--- config.mk ---
export PLATFORM = sky130hd
export DESIGN_NAME = muxn_stream_flat
export DESIGN_NICKNAME = d
export VERILOG_FILES = /design/src/rtl/muxn_stream_if.sv /design/src/rtl/muxn_stream.sv /design/src/flat_wrapper.sv
export SDC_FILE = /design/constraint.sdc
export NUM_CORES = 1
export LEC_CHECK = 0
export BUFFER_PORTS_ARGS = -buffer_cell sky130_fd_sc_hd__buf_2
export CORE_ASPECT_RATIO = 0.8
export CORE_MARGIN = 4
export CORE_UTILIZATION = 25
export DETAILED_ROUTE_END_ITERATION = 10
export HOLD_SLACK_MARGIN = 0.02
export PLACE_DENSITY = 0.58
export SETUP_SLACK_MARGIN = 0.02
export SYNTH_ARGS = -nofsm -noshare
export SYNTH_HDL_FRONTEND = slang
export SYNTH_SLANG_ARGS = --single-unit
--- constraint.sdc ---
create_clock -name clk -period 2.5 [get_ports clk]
set_input_delay 0.625 -clock clk [delete_from_list [all_inputs] [get_ports clk]]
set_output_delay 0.625 -clock clk [all_outputs]
set_load 0.01 [all_outputs]
--- src/rtl/muxn_stream_if.sv ---
// Handshake bundle for muxn_stream: N producer streams in, one registered stream out.
// The master side drives producers and the consumer's ready; the slave side is the mux.
interface muxn_stream_if #(
  parameter int N    = 4,
  parameter int W    = 8,
  parameter int SELW = 2
);
  logic            mode;
  logic [SELW-1:0] sel;
  logic [N-1:0]    in_valid;
  logic [N*W-1:0]  in_data;
  logic [N-1:0]    in_ready;
  logic            out_valid;
  logic [W-1:0]    out_data;
  logic [SELW-1:0] out_ch;
  logic            out_ready;

  modport master (
    output mode, sel, in_valid, in_data, out_ready,
    input  in_ready, out_valid, out_data, out_ch
  );

  modport slave (
    input  mode, sel, in_valid, in_data, out_ready,
    output in_ready, out_valid, out_data, out_ch
  );
endinterface

--- src/rtl/muxn_stream.sv ---
// N-channel registered stream multiplexer: fixed-select or round-robin grant
// feeding a single output register with full valid/ready backpressure.
module muxn_stream #(
  parameter int N    = 4,
  parameter int W    = 8,
  parameter int SELW = 2
) (
  input  logic         clk,
  input  logic         rst_n,
  muxn_stream_if.slave bus
);

  localparam logic [0:0] ST_EMPTY = 1'b0;
  localparam logic [0:0] ST_FULL  = 1'b1;

  logic [0:0]      state;
  logic [0:0]      state_next;
  logic [W-1:0]    data_q;
  logic [SELW-1:0] ch_q;
  logic [SELW-1:0] ptr;

  logic            full;
  logic            load_en;
  logic            grant_valid;
  logic [SELW-1:0] grant;
  logic            transfer;
  logic [W-1:0]    grant_data;
  logic [N-1:0]    in_ready_c;
  logic [W-1:0]    ch_data [N];

  assign full    = (state == ST_FULL);
  assign load_en = !full || bus.out_ready;

  for (genvar g = 0; g < N; g++) begin : g_unpack
    assign ch_data[g] = bus.in_data[g*W +: W];
  end

  // Round-robin starts one past the last winner so the previous winner is checked last.
  always_comb begin
    logic [SELW:0] cand;
    // NOTE: every output gets a default before any branch, otherwise paths that
    // skip an assignment infer latches.
    grant_valid = 1'b0;
    grant       = '0;
    cand        = '0;
    if (!bus.mode) begin
      if (({1'b0, bus.sel} < (SELW+1)'(N)) && bus.in_valid[bus.sel]) begin
        grant_valid = 1'b1;
        grant       = bus.sel;
      end
    end else begin
      for (int i = 1; i <= N; i++) begin
        cand = {1'b0, ptr} + (SELW+1)'(i);
        if (cand >= (SELW+1)'(N)) cand = cand - (SELW+1)'(N);
        if (!grant_valid && bus.in_valid[cand[SELW-1:0]]) begin
          grant_valid = 1'b1;
          grant       = cand[SELW-1:0];
        end
      end
    end
  end

  assign grant_data = ch_data[grant];
  assign transfer   = load_en && grant_valid;

  // Ready is held low during reset so no producer believes a word was taken.
  always_comb begin
    in_ready_c = '0;
    if (rst_n && transfer) in_ready_c[grant] = 1'b1;
  end

  always_comb begin
    state_next = state;
    case (state)
      ST_EMPTY: if (transfer) state_next = ST_FULL;
      ST_FULL:  if (bus.out_ready && !transfer) state_next = ST_EMPTY;
      default:  state_next = ST_EMPTY;
    endcase
  end

  // NOTE: state is updated with non-blocking assignments so every flop samples
  // pre-edge values regardless of block ordering.
  always_ff @(posedge clk or negedge rst_n) begin
    if (!rst_n) begin
      // NOTE: the data register is reset too, so a discarded word never reappears
      // on out_data after reset.
      state  <= ST_EMPTY;
      data_q <= '0;
      ch_q   <= '0;
      ptr    <= SELW'(N-1);
    end else begin
      state <= state_next;
      if (transfer) begin
        data_q <= grant_data;
        ch_q   <= grant;
        if (bus.mode) ptr <= grant;
      end
    end
  end

  assign bus.out_valid = full;
  assign bus.out_data  = data_q;
  assign bus.out_ch    = ch_q;
  assign bus.in_ready  = in_ready_c;

  a_hold_stable : assert property (@(posedge clk) disable iff (!rst_n)
    (full && !bus.out_ready) |=> (full && $stable(data_q) && $stable(ch_q)));

  a_ready_onehot : assert property (@(posedge clk) disable iff (!rst_n)
    $onehot0(in_ready_c));

endmodule

--- src/flat_wrapper.sv ---
// flat-port wrapper written by rule: the top's interface ports become plain ports
module muxn_stream_flat 
#(
  parameter int N    = 4,
  parameter int W    = 8,
  parameter int SELW = 2
)
  (clk, rst_n, bus_mode, bus_sel, bus_in_valid, bus_in_data, bus_out_ready, bus_in_ready, bus_out_valid, bus_out_data, bus_out_ch);
  muxn_stream_if #(.N(N), .W(W), .SELW(SELW)) bus_i ();
  input  logic clk;
  input  logic rst_n;
  input wire logic [$bits(bus_i.mode)-1:0] bus_mode;
  input wire logic [$bits(bus_i.sel)-1:0] bus_sel;
  input wire logic [$bits(bus_i.in_valid)-1:0] bus_in_valid;
  input wire logic [$bits(bus_i.in_data)-1:0] bus_in_data;
  input wire logic [$bits(bus_i.out_ready)-1:0] bus_out_ready;
  output wire logic [$bits(bus_i.in_ready)-1:0] bus_in_ready;
  output wire logic [$bits(bus_i.out_valid)-1:0] bus_out_valid;
  output wire logic [$bits(bus_i.out_data)-1:0] bus_out_data;
  output wire logic [$bits(bus_i.out_ch)-1:0] bus_out_ch;
  assign bus_i.mode = bus_mode;
  assign bus_i.sel = bus_sel;
  assign bus_i.in_valid = bus_in_valid;
  assign bus_i.in_data = bus_in_data;
  assign bus_i.out_ready = bus_out_ready;
  assign bus_in_ready = bus_i.in_ready;
  assign bus_out_valid = bus_i.out_valid;
  assign bus_out_data = bus_i.out_data;
  assign bus_out_ch = bus_i.out_ch;
  muxn_stream #(.N(N), .W(W), .SELW(SELW)) u_core (.clk(clk), .rst_n(rst_n), .bus(bus_i));
endmodule
== Yosys cells after proc, flatten, opt, wreduce, memory -nomap -nowiden ==
Index checks and enable logic that the tools add are counted.

* Output and inout bits: 15
* Word-level logic and storage cells: 82
* Register bits: 13
* Bits of input ports: 42

* Add/subtract/negate cells: 8
* Magnitude comparators: 12
* Bitwise operators: 2
* Multiplexer cells: 42
* Reduce and logical (&&, ||, !) cells: 14

{| class="wikitable"
|+ Operator list
! cell !! count
|-
| $mux 2 || 14
|-
| $lt 2x3->1 const B || 6
|-
| $mux 1 || 17
|-
| $bmux 8 s2 || 1
|-
| $mux 8 || 2
|-
| $ge 3x3->1 const B || 5
|-
| $bmux 1 s2 || 5
|-
| $sub 2x1->2 const B || 4
|-
| $logic_and 1x1->1 || 7
|-
| $add 2x2->3 const B || 2
|-
| $logic_not 1->1 || 5
|-
| $mux 4 || 1
|-
| $add 2x1->3 const B || 1
|-
| $add 2x3->3 const B || 1
|-
| $not 2->3 || 1
|-
| $demux 1 s2 || 1
|-
| $ge 2x1->1 const B || 1
|-
| $pmux 1 s2 || 1
|-
| $reduce_and 2->1 || 1
|-
| $logic_or 1x1->1 || 1
|-
| $not 1->1 || 1
|}

== Longest topological paths before layout ==
Gate-level depths: netlist of the first run.

* Word-level depth: 25
* Gate-level depth with buffers: 7

== Least setup slack after synthesis of the first run ==
Ideal clock, no wire load.

* Kind: input to output
* From: in bus_in_valid[3]
* To: out bus_in_ready[2]
* Data arrival time: 1839 ps
* Data required time: 1875 ps
* Cell stages on the path: 6
* Path slack: 36 ps
* Buffers on the path: 2
* Cells stage by stage: buf_6 -> a21boi_0 -> o21ai_0 -> o221ai_2 -> buf_2 -> nor3b_1

* Cells in the longest elaborated chain, start to end: 21
* Elaborated cells between the ends (all ways): 39
* Classes of those cells: order compare (2); mux (28); reduce/logical (9)

{| class="wikitable"
|+ RTL lines
! element !! RTL line !! RTL
|-
| start, declared || flat_wrapper.sv:14 || <nowiki>input wire logic [$bits(bus_i.in_valid)-1:0] bus_in_valid;</nowiki>
|-
| $bmux 1 s2 || muxn_stream.sv:55 || <nowiki>if (!grant_valid && bus.in_valid[cand[SELW-1:0]]) begin</nowiki>
|-
| $mux 1 (implied by the code) || muxn_stream.sv:55 ||
|-
| $mux 1 || muxn_stream.sv:55 ||
|-
| $mux 1 || muxn_stream.sv:46 || <nowiki>if (!bus.mode) begin</nowiki>
|-
| $logic_not 1->1 || muxn_stream.sv:55 ||
|-
| $logic_and 1x1->1 || muxn_stream.sv:55 ||
|-
| $mux 1 || muxn_stream.sv:55 ||
|-
| $mux 1 || muxn_stream.sv:46 ||
|-
| (+5 left out) || - ||
|-
| $logic_and 1x1->1 || muxn_stream.sv:55 ||
|-
| $mux 2 || muxn_stream.sv:55 ||
|-
| $mux 2 || muxn_stream.sv:46 ||
|-
| $lt 2x3->1 (implied by the code) / $ge 2x1->1 (equally long branches) || muxn_stream.sv:69 || <nowiki>if (rst_n && transfer) in_ready_c[grant] = 1'b1;</nowiki>
|-
| $logic_and 1x1->1 (implied by the code) || muxn_stream.sv:69 ||
|-
| $mux 1 (implied by the code) || muxn_stream.sv:69 ||
|-
| $demux 1 s2 || - ||
|-
| $mux 4 (*) || muxn_stream.sv:69 ||
|-
| end, declared || flat_wrapper.sv:17 || <nowiki>output wire logic [$bits(bus_i.in_ready)-1:0] bus_in_ready;</nowiki>
|}

Every way passes the cells marked *; elsewhere a longest branch is shown, timed or not. The select of a mux whose other input is x is not followed.

== Final worst setup path of the first run ==
* From: in bus_in_valid[3]
* To: out bus_in_ready[3]

Same word-level chain as after synthesis.

==> impl_metrics.env, run 1 <==
export IMPL_fin_crit_sh=1.01
export IMPL_outcome="complete, but fails checks"
export IMPL_grt_pass1_wl_um=4750
export IMPL_clkPwrFrac=0.201
export IMPL_grt_max_degree=19
export IMPL_synth_top_area_share=0.273
export IMPL_drt_vias_per_instance=4.63
export IMPL_die_area_sq_um=5110
export IMPL_p_total_uw=927
export IMPL_drv_cap=0
export IMPL_final_cell_mix="buf_2, mux2i_1, nor2_1, buf_4, dfrtp_1"
export IMPL_pwr_share_seq=0.341
export IMPL_final_hold_viol_count=0
export IMPL_core_sq_um=3830
export IMPL_yosysTopAreaCell="dfrtp_1"
export IMPL_finalCriticalPeriod_ns=2.53
export IMPL_grt_util_all_layers=0.116
export IMPL_cts_buffers_inserted=3
export IMPL_cp_end_kind="output port"
export IMPL_leakage_uw=0.000714
export IMPL_synth_edf_count=0
export IMPL_synth_seq_cells=13
export IMPL_fmax_ghz=0.396
export IMPL_cts_tree="built"
export IMPL_synth_ff_type="dfrtp_1"
export IMPL_ir_worst_vdd_mv=0.257
export IMPL_cts_clk_slew_worst_paths_ns=0.05
export IMPL_crit_required_ns=1.88
export IMPL_drt_wl_total_um=2990
export IMPL_die_w_um=79.0
export IMPL_avgSynthCellArea_sq_um=10.6
export IMPL_final_max_slew_viol_count=0
export IMPL_crit_arrival_ns=1.90
export IMPL_skew_ns=0.00122
export IMPL_die_y_um=64.8
export IMPL_clock_insertion_delay_worst_skew_ns=0.24
export IMPL_dp_hpwl_um=2260
export IMPL_synthCells=95
export IMPL_violations="setup timing"
export IMPL_clockRootBuffer="clkbuf_8"
export IMPL_fin_cells=218
export IMPL_synth_net_count=137
export IMPL_antenna_found_initial=0
export IMPL_num_rows=20
export IMPL_crit_fanout=6
export IMPL_place_ws_ns=-0.0517
export IMPL_powerDensity_nw_per_um2=614
export IMPL_drive_gt1_frac=0.564
export IMPL_critPathSlowestCell="mux4_2"
export IMPL_path_cells="buf_12 -> mux4_2 -> a21oi_2 -> nor2_1 -> nand2_1 -> and3b_1 -> buf_2"
export IMPL_place_congestion=0.772
export IMPL_synthTopCellsByArea="dfrtp_1, mux2i_1, a221oi_2, dfstp_2, nor2_1"
export IMPL_grt_ovfl_total=0
export IMPL_grt_pass1_vias=1005
export IMPL_cp_start_kind="input port"
export IMPL_nNetsFinal=206
export IMPL_setup_viol=2
export IMPL_drc=0
export IMPL_worstMarginPinSlew_ns=0.662
export IMPL_synth_cell_types=32
export IMPL_via_count=1010
export IMPL_rsz0062_at_grt="true"
export IMPL_start_util=0.263
export IMPL_comb_power_share=0.458
export IMPL_synth_area_sq_um=1010
export IMPL_fin_ws_ns=-0.0262
export IMPL_path_class="input port to output port"
export IMPL_grtUsageMet2=0.204
export IMPL_drtAntennaViolNets=0
export IMPL_synthArstFlopShare=1.00
export IMPL_dp_cells=206
export IMPL_use_met1=0.144
export IMPL_drt_wirelength_per_cell_um=13.7
export IMPL_slowest_delay_ns=0.47
export IMPL_cts_sinks=13
export IMPL_syn_to_final_growth_pct=49.9
export IMPL_use_met3=0.0417
export IMPL_p_sw_frac=0.348
export IMPL_final_core_util=0.394
export IMPL_ys_warn_count=0
export IMPL_drtPass1Iterations=4
export IMPL_relSlewSlack=0.556
export IMPL_mostFrequentLayoutCell="buf_2"
export IMPL_rr_worst_depth=6
export IMPL_power_switching_uw=322
export IMPL_yosysSeqAreaShare=0.325
export IMPL_drt_iter0_markers=14
export IMPL_max_clock_path_buffers=2
export IMPL_n_antenna_cell=0
export IMPL_hold_class="input port to asynchronous set/reset pin"
export IMPL_grt_busiest_layer="met2"
export IMPL_ioPinCount=57
export IMPL_port_buffers=56
export IMPL_h_tree_depth=1
export IMPL_cts_hold_buffers=0
export IMPL_internal_power_uw=605
## worst paths after layout
| check | from | to | slack [ns] |
|---|---|---|---|
| worst min-delay path | rst_n | u_core.bus.out_data[5] | 0.34 |
| worst max-delay path | bus_in_valid[3] | bus_in_ready[3] | -0.03 |
| max in group asynchronous | rst_n | u_core.ptr[1] | 1.93 |
| worst max register to register | u_core.ptr[0] | u_core.bus.out_data[7] | 0.53 |
| min in group clk | u_core.bus.out_ch[0] | u_core.bus.out_ch[0] | 0.50 |
| worst min register to register | u_core.bus.out_ch[0] | u_core.bus.out_ch[0] | 0.50 |
## cells in the mapped netlist (2+ instances only)
cell	count
mux2_2	3
mux2i_1	18
nand2_1	4
inv_1	2
dfrtp_1	11
o21ai_0	3
buf_6	2
nor2_1	14
nor3b_1	3
a221oi_2	8
and3b_1	3
buf_2	3
dfstp_2	2
## sequential cells by signal, summed over array words and instances (netlist names)
| register | count |
|---|---|
| u_core.bus.out_data | 8 |
| u_core.bus.out_valid | 1 |
| u_core.bus.out_ch | 2 |
| u_core.ptr | 2 |
## metal layers
metal,up-vias,part of all wire
li1,496,-
met1,478,0.43
met3,0,0.070
met4,0,0
met5,-,0
met2,36,0.50
## layout make-up
class | instances | area (sq um)
well taps | 55 | 68.8
repair buffers | 70 | 429
flip-flops and latches | 13 | 328
inverters | 2 | 7.51
multi-input cells | 74 | 632
clock buffers | 4 | 45.0
fillers | 379 | 2320
## timing repair
| action | in CTS | in global routing |
|---|---|---|
| pin swaps | 6 | 4 |
| resized for setup | 13 | 2 |
| setup buffers | 6 | 2 |
| endpoints found under the setup margin | 4 | 4 |
## worst max-delay path: cells and delay by family
kind / cells / cell delay [ns]
buffers and inverters: 2 / 0.24
muxes: 1 / 0.47
AOI/OAI and AO/OA: 1 / 0.18
and+or+nand+nor: 3 / 0.39
## metrics by stage
step           instance area (sq um)  TNS (ns)  hold WS, ns
2_1_floorplan                   1010         0        0.329
3_3_place_gp                    1360   -0.0125        0.482
3_5_place_dp                    1360   -0.0522        0.497
4_1_cts                         1490         0        0.357
5_1_grt                         1510    -0.213        0.360
6_report                        1510   -0.0365        0.342
## power groups by stage
stage	clock, uW	combinational, uW	sequential [uW]
floorplan	0	241	333
finish	186	424	316
detailed placement	0	392	322
global placement	0	379	318
global route	201	467	326
CTS	195	423	316
## cell families (layout without fill, tap and decap cells)
kind of cell	after synthesis	after routing	share of synthesized area
AND/OR/NAND/NOR	31	31	0.164
multiplexers	22	22	0.235
AO/OA/AOI/OAI	21	21	0.224
flip-flops	13	13	0.325
buffers and inverters	8	76	0.0522
Note: power is estimated with default switching activity, not from simulation.
==> run 2: changes to the inputs <==
Settings changed: GPL_TIMING_DRIVEN set to 0, PLACE_DENSITY 0.58 to 0.6.
Clock period 2.5 ns to 2.3 ns, I/O delays scaled along.
==> run 2 against run 1 <==
  * The flow still finishes with violations (setup timing)
  * Highest routed layer is now met4
  * Clock power up 9%
  * Critical path type unchanged
  * Sequential power is 10% higher
  * First-iteration DRC count grew 14%
  * Sequential share of layout area is 1.2 points lower
  * Worst setup slack worse by 0.11 ns
  * Largest cell class unchanged
==> impl_metrics.env, run 2 (synthesis results as in run 1) <==
export IMPL_path_class="input port to output port"
export IMPL_critPathSlowestCell="mux4_2"
export IMPL_fin_ws_ns=-0.131
export IMPL_cts_buffers_inserted=3
export IMPL_relSlewSlack=0.541
export IMPL_leakage_uw=0.000751
export IMPL_cts_tree="built"
export IMPL_worstMarginPinSlew_ns=0.685
export IMPL_crit_arrival_ns=1.86
export IMPL_comb_power_share=0.483
export IMPL_drive_gt1_frac=0.633
export IMPL_final_max_slew_viol_count=0
export IMPL_place_congestion=0.759
export IMPL_outcome="complete, but fails checks"
export IMPL_die_area_sq_um=5110
export IMPL_cp_end_kind="output port"
export IMPL_path_cells="buf_8 -> mux4_2 -> a21oi_2 -> nor2_2 -> nand2_2 -> and3b_1 -> buf_2"
export IMPL_crit_fanout=8
export IMPL_cts_sinks=13
export IMPL_final_cell_mix="buf_2, mux2i_1, buf_4"
export IMPL_drtAntennaViolNets=0
export IMPL_final_hold_viol_count=0
export IMPL_wl_met3_um=229
export IMPL_final_core_util=0.417
export IMPL_grt_pass1_vias=1082
export IMPL_fmax_ghz=0.411
export IMPL_wl_met2_um=1540
export IMPL_max_clock_path_buffers=2
export IMPL_drt_wirelength_per_cell_um=14.0
export IMPL_internal_power_uw=692
export IMPL_skew_ns=0.00356
export IMPL_clock_insertion_delay_worst_skew_ns=0.24
export IMPL_drv_cap=0
export IMPL_largest_reg_flops=8
export IMPL_grt_util_all_layers=0.124
export IMPL_crit_required_ns=1.73
export IMPL_slowest_delay_ns=0.49
export IMPL_start_util=0.263
export IMPL_grt_pass1_wl_um=5110
export IMPL_timing_rr_start="u_core.ptr[1]"
export IMPL_grt_max_degree=15
export IMPL_top_layer="met4"
export IMPL_setup_viol=4
export IMPL_port_buffers=55
export IMPL_grt_ovfl_total=0
export IMPL_ir_worst_vdd_mv=0.340
export IMPL_cp_start_kind="input port"
export IMPL_cp_num_buf_inv=2
export IMPL_dp_cells=205
export IMPL_rsz0062_at_grt="true"
export IMPL_ioPinCount=57
export IMPL_die_y_um=64.8
export IMPL_drt_iter0_markers=16
export IMPL_core_sq_um=3830
export IMPL_power_switching_uw=371
export IMPL_rr_worst_depth=8
export IMPL_nNetsFinal=212
export IMPL_drc=0
export IMPL_wl_met1_um=1330
export IMPL_fin_cells=224
export IMPL_clockRootBuffer="clkbuf_8"
export IMPL_hold_class="input port to asynchronous set/reset pin"
export IMPL_finalCriticalPeriod_ns=2.43
export IMPL_clkPwrFrac=0.190
export IMPL_die_w_um=79.0
export IMPL_rr_endpoint="u_core.bus.out_data[4]"
export IMPL_syn_to_final_growth_pct=58.5
export IMPL_num_rows=20
export IMPL_pwr_share_seq=0.327
export IMPL_cts_clk_slew_worst_paths_ns=0.06
export IMPL_regToRegSetupSlack_ns=0.14
export IMPL_drtPass1Iterations=4
export IMPL_fin_crit_sh=1.06
export IMPL_via_count=1057
export IMPL_path_delay_family="multiplexers"
export IMPL_drt_vias_per_instance=4.72
export IMPL_fillerInstances=390
export IMPL_antenna_found_initial=0
export IMPL_h_tree_depth=1
export IMPL_dp_hpwl_um=2270
export IMPL_mostFrequentLayoutCell="buf_2"
export IMPL_powerDensity_nw_per_um2=665
export IMPL_n_antenna_cell=0
export IMPL_p_sw_frac=0.349
export IMPL_violations="setup timing"
export IMPL_drt_wl_total_um=3140
==> run 2: per-stage QoR <==
stage | hold WS, ns | setup WS [ns] | area [sq um] | TNS, ns | total power [uW]
after floorplan | 0.279 | -0.00930 | 1020 | -0.00930 | 627
after global placement | 0.489 | -0.229 | 1370 | -0.822 | 767
after detailed placement | 0.492 | -0.249 | 1370 | -0.926 | 783
after CTS | 0.234 | -0.0848 | 1550 | -0.313 | 1050
after global routing | 0.239 | -0.176 | 1600 | -0.685 | 1140
final | 0.230 | -0.131 | 1600 | -0.426 | 1060
==> run 2: timing repair <==
action | 4_1_cts | 5_1_grt
gates cloned | 0 | 0
resized for setup | 18 | 3
buffers inserted | 12 | 4
endpoints found under the setup margin | 4 | 4
pin swaps | 7 | 5
hold buffers | 0 | 0
==> run 2: worst max-delay path by stage <==
stage                    startpoint              end  slack (ns)  depth (start not counted)
floorplan           bus_in_valid[3]  bus_in_ready[3]      -0.009                          6
global placement    bus_in_valid[1]  bus_in_ready[2]       -0.23                          7
detailed placement  bus_in_valid[3]  bus_in_ready[2]       -0.25                          7
CTS                      bus_sel[1]  bus_in_ready[0]       -0.08                          8
global route        bus_in_valid[3]  bus_in_ready[3]       -0.18                          7
finish              bus_in_valid[3]  bus_in_ready[3]       -0.13                          7
==> run 2: cell type report <==
cell class | count | area, sq um | share of cell area
plain buffers | 5 | 50.0 | 0.0313
clock buffers | 4 | 45.0 | 0.0282
inverters | 2 | 7.51 | 0.00470
multi-input cells | 74 | 669 | 0.419
flip-flops and latches | 13 | 328 | 0.205
well taps | 55 | 68.8 | 0.0431
repair buffers | 71 | 428 | 0.268
==> run 2: power by group through the flow <==
stage,Combinational [uW],Sequential [uW],Clock [uW]
after floorplan,266,362,0
after global placement,432,336,0
after detailed placement,442,340,0
after CTS,497,345,211
final,513,348,202
after global routing,562,357,226
==> run 2: per-layer routing <==
layer  up-vias  track usage
met5         -            0
met4         0       0.0258
met3         6       0.0375
met2        41        0.210
met1       502        0.156
li1        508            -
==> run 3: changes to the inputs <==
==> constraint.sdc (replaced) <==
create_clock -name clk -period 2.3 [get_ports clk]
set_input_delay 0.23 -clock clk [delete_from_list [all_inputs] [get_ports clk]]
set_output_delay 0.23 -clock clk [all_outputs]
set_load 0.01 [all_outputs]
==> run 3 against run 2 <==
  * The run now ends clean
  * Clock-buffer cell count stayed put
  * Via count is 7.2% lower
  * Clock power is 2% lower
  * Hold slack better by 0.12 ns
  * Critical endpoint is now bus_in_ready[1]
  * Largest cell class unchanged
  * Highest routed layer is now met3
==> impl_metrics.env, run 3 (synthesis results as in run 1) <==
export IMPL_core_sq_um=3830
export IMPL_nNetsFinal=199
export IMPL_cts_sinks=13
export IMPL_path_cells="and3b_1 -> a211oi_2 -> o221ai_2 -> buf_6 -> nor3b_1 -> buf_2"
export IMPL_grt_ovfl_total=0
export IMPL_drc=0
export IMPL_grt_max_degree=15
export IMPL_path_class="flop to output port"
export IMPL_cts_clk_slew_worst_paths_ns=0.05
export IMPL_cp_start_kind="flop"
export IMPL_internal_power_uw=643
export IMPL_final_cell_mix="buf_2, mux2i_1, nor2_1"
export IMPL_ir_worst_vdd_mv=0.236
export IMPL_port_buffers=55
export IMPL_setup_viol=0
export IMPL_grt_pass1_vias=1017
export IMPL_mostFrequentLayoutCell="buf_2"
export IMPL_grt_util_all_layers=0.115
export IMPL_num_rows=20
export IMPL_grt_pass1_wl_um=4780
export IMPL_pwr_share_seq=0.353
export IMPL_max_clock_path_buffers=2
export IMPL_crit_arrival_ns=1.86
export IMPL_hold_class="input port to flop"
export IMPL_rsz0062_at_grt="false"
export IMPL_place_congestion=0.762
export IMPL_outcome="complete, no violations"
export IMPL_via_count=981
export IMPL_cts_buffers_inserted=3
export IMPL_fin_crit_sh=0.908
export IMPL_final_max_slew_viol_count=0
export IMPL_drt_iter0_markers=16
export IMPL_leakage_uw=0.000672
export IMPL_drtAntennaViolNets=0
export IMPL_drt_wl_total_um=2850
export IMPL_drt_vias_per_instance=4.65
export IMPL_comb_power_share=0.447
export IMPL_dp_hpwl_um=2280
export IMPL_critPathSlowestCell="dfstp_2"
export IMPL_finalSetupTns_ns=0
export IMPL_slowest_delay_ns=0.61
export IMPL_die_y_um=64.8
export IMPL_die_area_sq_um=5110
export IMPL_worstMarginPinSlew_ns=0.624
export IMPL_clockRootBuffer="clkbuf_8"
export IMPL_drt_wirelength_per_cell_um=13.5
export IMPL_clkPwrFrac=0.200
export IMPL_powerDensity_nw_per_um2=686
export IMPL_die_w_um=79.0
export IMPL_relSlewSlack=0.582
export IMPL_skew_ns=0.00129
export IMPL_final_hold_viol_count=0
export IMPL_antenna_found_initial=0
export IMPL_p_total_uw=985
export IMPL_drtPass1Iterations=4
export IMPL_fmax_ghz=0.479
export IMPL_crit_fanout=10
export IMPL_finalCriticalPeriod_ns=2.09
export IMPL_drive_gt1_frac=0.551
export IMPL_cts_tree="built"
export IMPL_clock_insertion_delay_worst_skew_ns=0.24
export IMPL_start_util=0.263
export IMPL_p_sw_frac=0.347
export IMPL_syn_to_final_growth_pct=42.6
export IMPL_ioPinCount=57
export IMPL_h_tree_depth=1
export IMPL_largest_reg_flops=8
export IMPL_power_switching_uw=342
export IMPL_cp_end_kind="output port"
export IMPL_drv_cap=0
export IMPL_crit_required_ns=2.07
export IMPL_n_antenna_cell=0
run 3: final timing paths:
| path | start | endpoint | slack (ns) | cells past startpoint |
|---|---|---|---|---|
| worst min-delay path | bus_in_data[8] | u_core.bus.out_data[0] | 0.35 | 3 |
| worst max-delay path | u_core.ptr[0] | bus_in_ready[1] | 0.21 | 6 |
| min in group asynchronous | rst_n | u_core.bus.out_ch[0] | 0.42 | 2 |
| worst min register to register | u_core.bus.out_ch[0] | u_core.bus.out_ch[0] | 0.50 | 2 |
| max in group asynchronous | rst_n | u_core.ptr[0] | 1.60 | 2 |
| worst max register to register | u_core.ptr[0] | u_core.bus.out_data[1] | 0.29 | 7 |
run 3: critical path: cells and delay by family (launching register included):
family          cells  cell delay (ns)
flops               1             0.61
simple gates        2             0.37
buf+inv             2             0.33
compound gates      2             0.31
run 3: power by group through the flow:
stage	Combinational, uW	Clock (uW)	Sequential (uW)
after detailed placement	441	0	338
after global routing	489	218	360
after CTS	453	211	335
final	440	197	348
after global placement	427	0	336
after floorplan	262	0	362
run 3: through the flow:
stage / setup WS, ns / instance area [sq um] / utilization / cells / hold slack (ns)
6_report: 0.212 / 1440 / 0.375 / 211 / 0.347
5_1_grt: 0.0923 / 1440 / 0.375 / 211 / 0.366
4_1_cts: 0.0561 / 1420 / 0.371 / 211 / 0.343
3_5_place_dp: 0.102 / 1350 / 0.353 / 205 / 0.144
3_3_place_gp: 0.195 / 1350 / 0.353 / 205 / 0.143
2_1_floorplan: 0.316 / 1010 / - / 95 / -0.0656
run 3: final cells by class:
cell class | instances | area (sq um)
clock buffer | 4 | 45.0
sequential | 13 | 328
tap | 55 | 68.8
buffer | 5 | 46.3
timing repair buffer | 58 | 300
fill | 387 | 2390
multi-input combinational | 74 | 641
inverter | 2 | 7.51
run 3: timing repair:
action	CTS	global route
hold buffers	1	0
buffers inserted	1	1
hold endpoints to repair	11	0
resized for setup	3	3
setup endpoints to repair	4	4
pin swaps	2	1
run 3: per-layer routing:
layer | vias to the layer above | part of all wire | global-route usage
li1 | 486 | - | -
met1 | 452 | 0.43 | 0.135
met2 | 43 | 0.48 | 0.204
met3 | 0 | 0.088 | 0.0444
met4 | 0 | 0 | 0.0129
met5 | - | 0 | 0
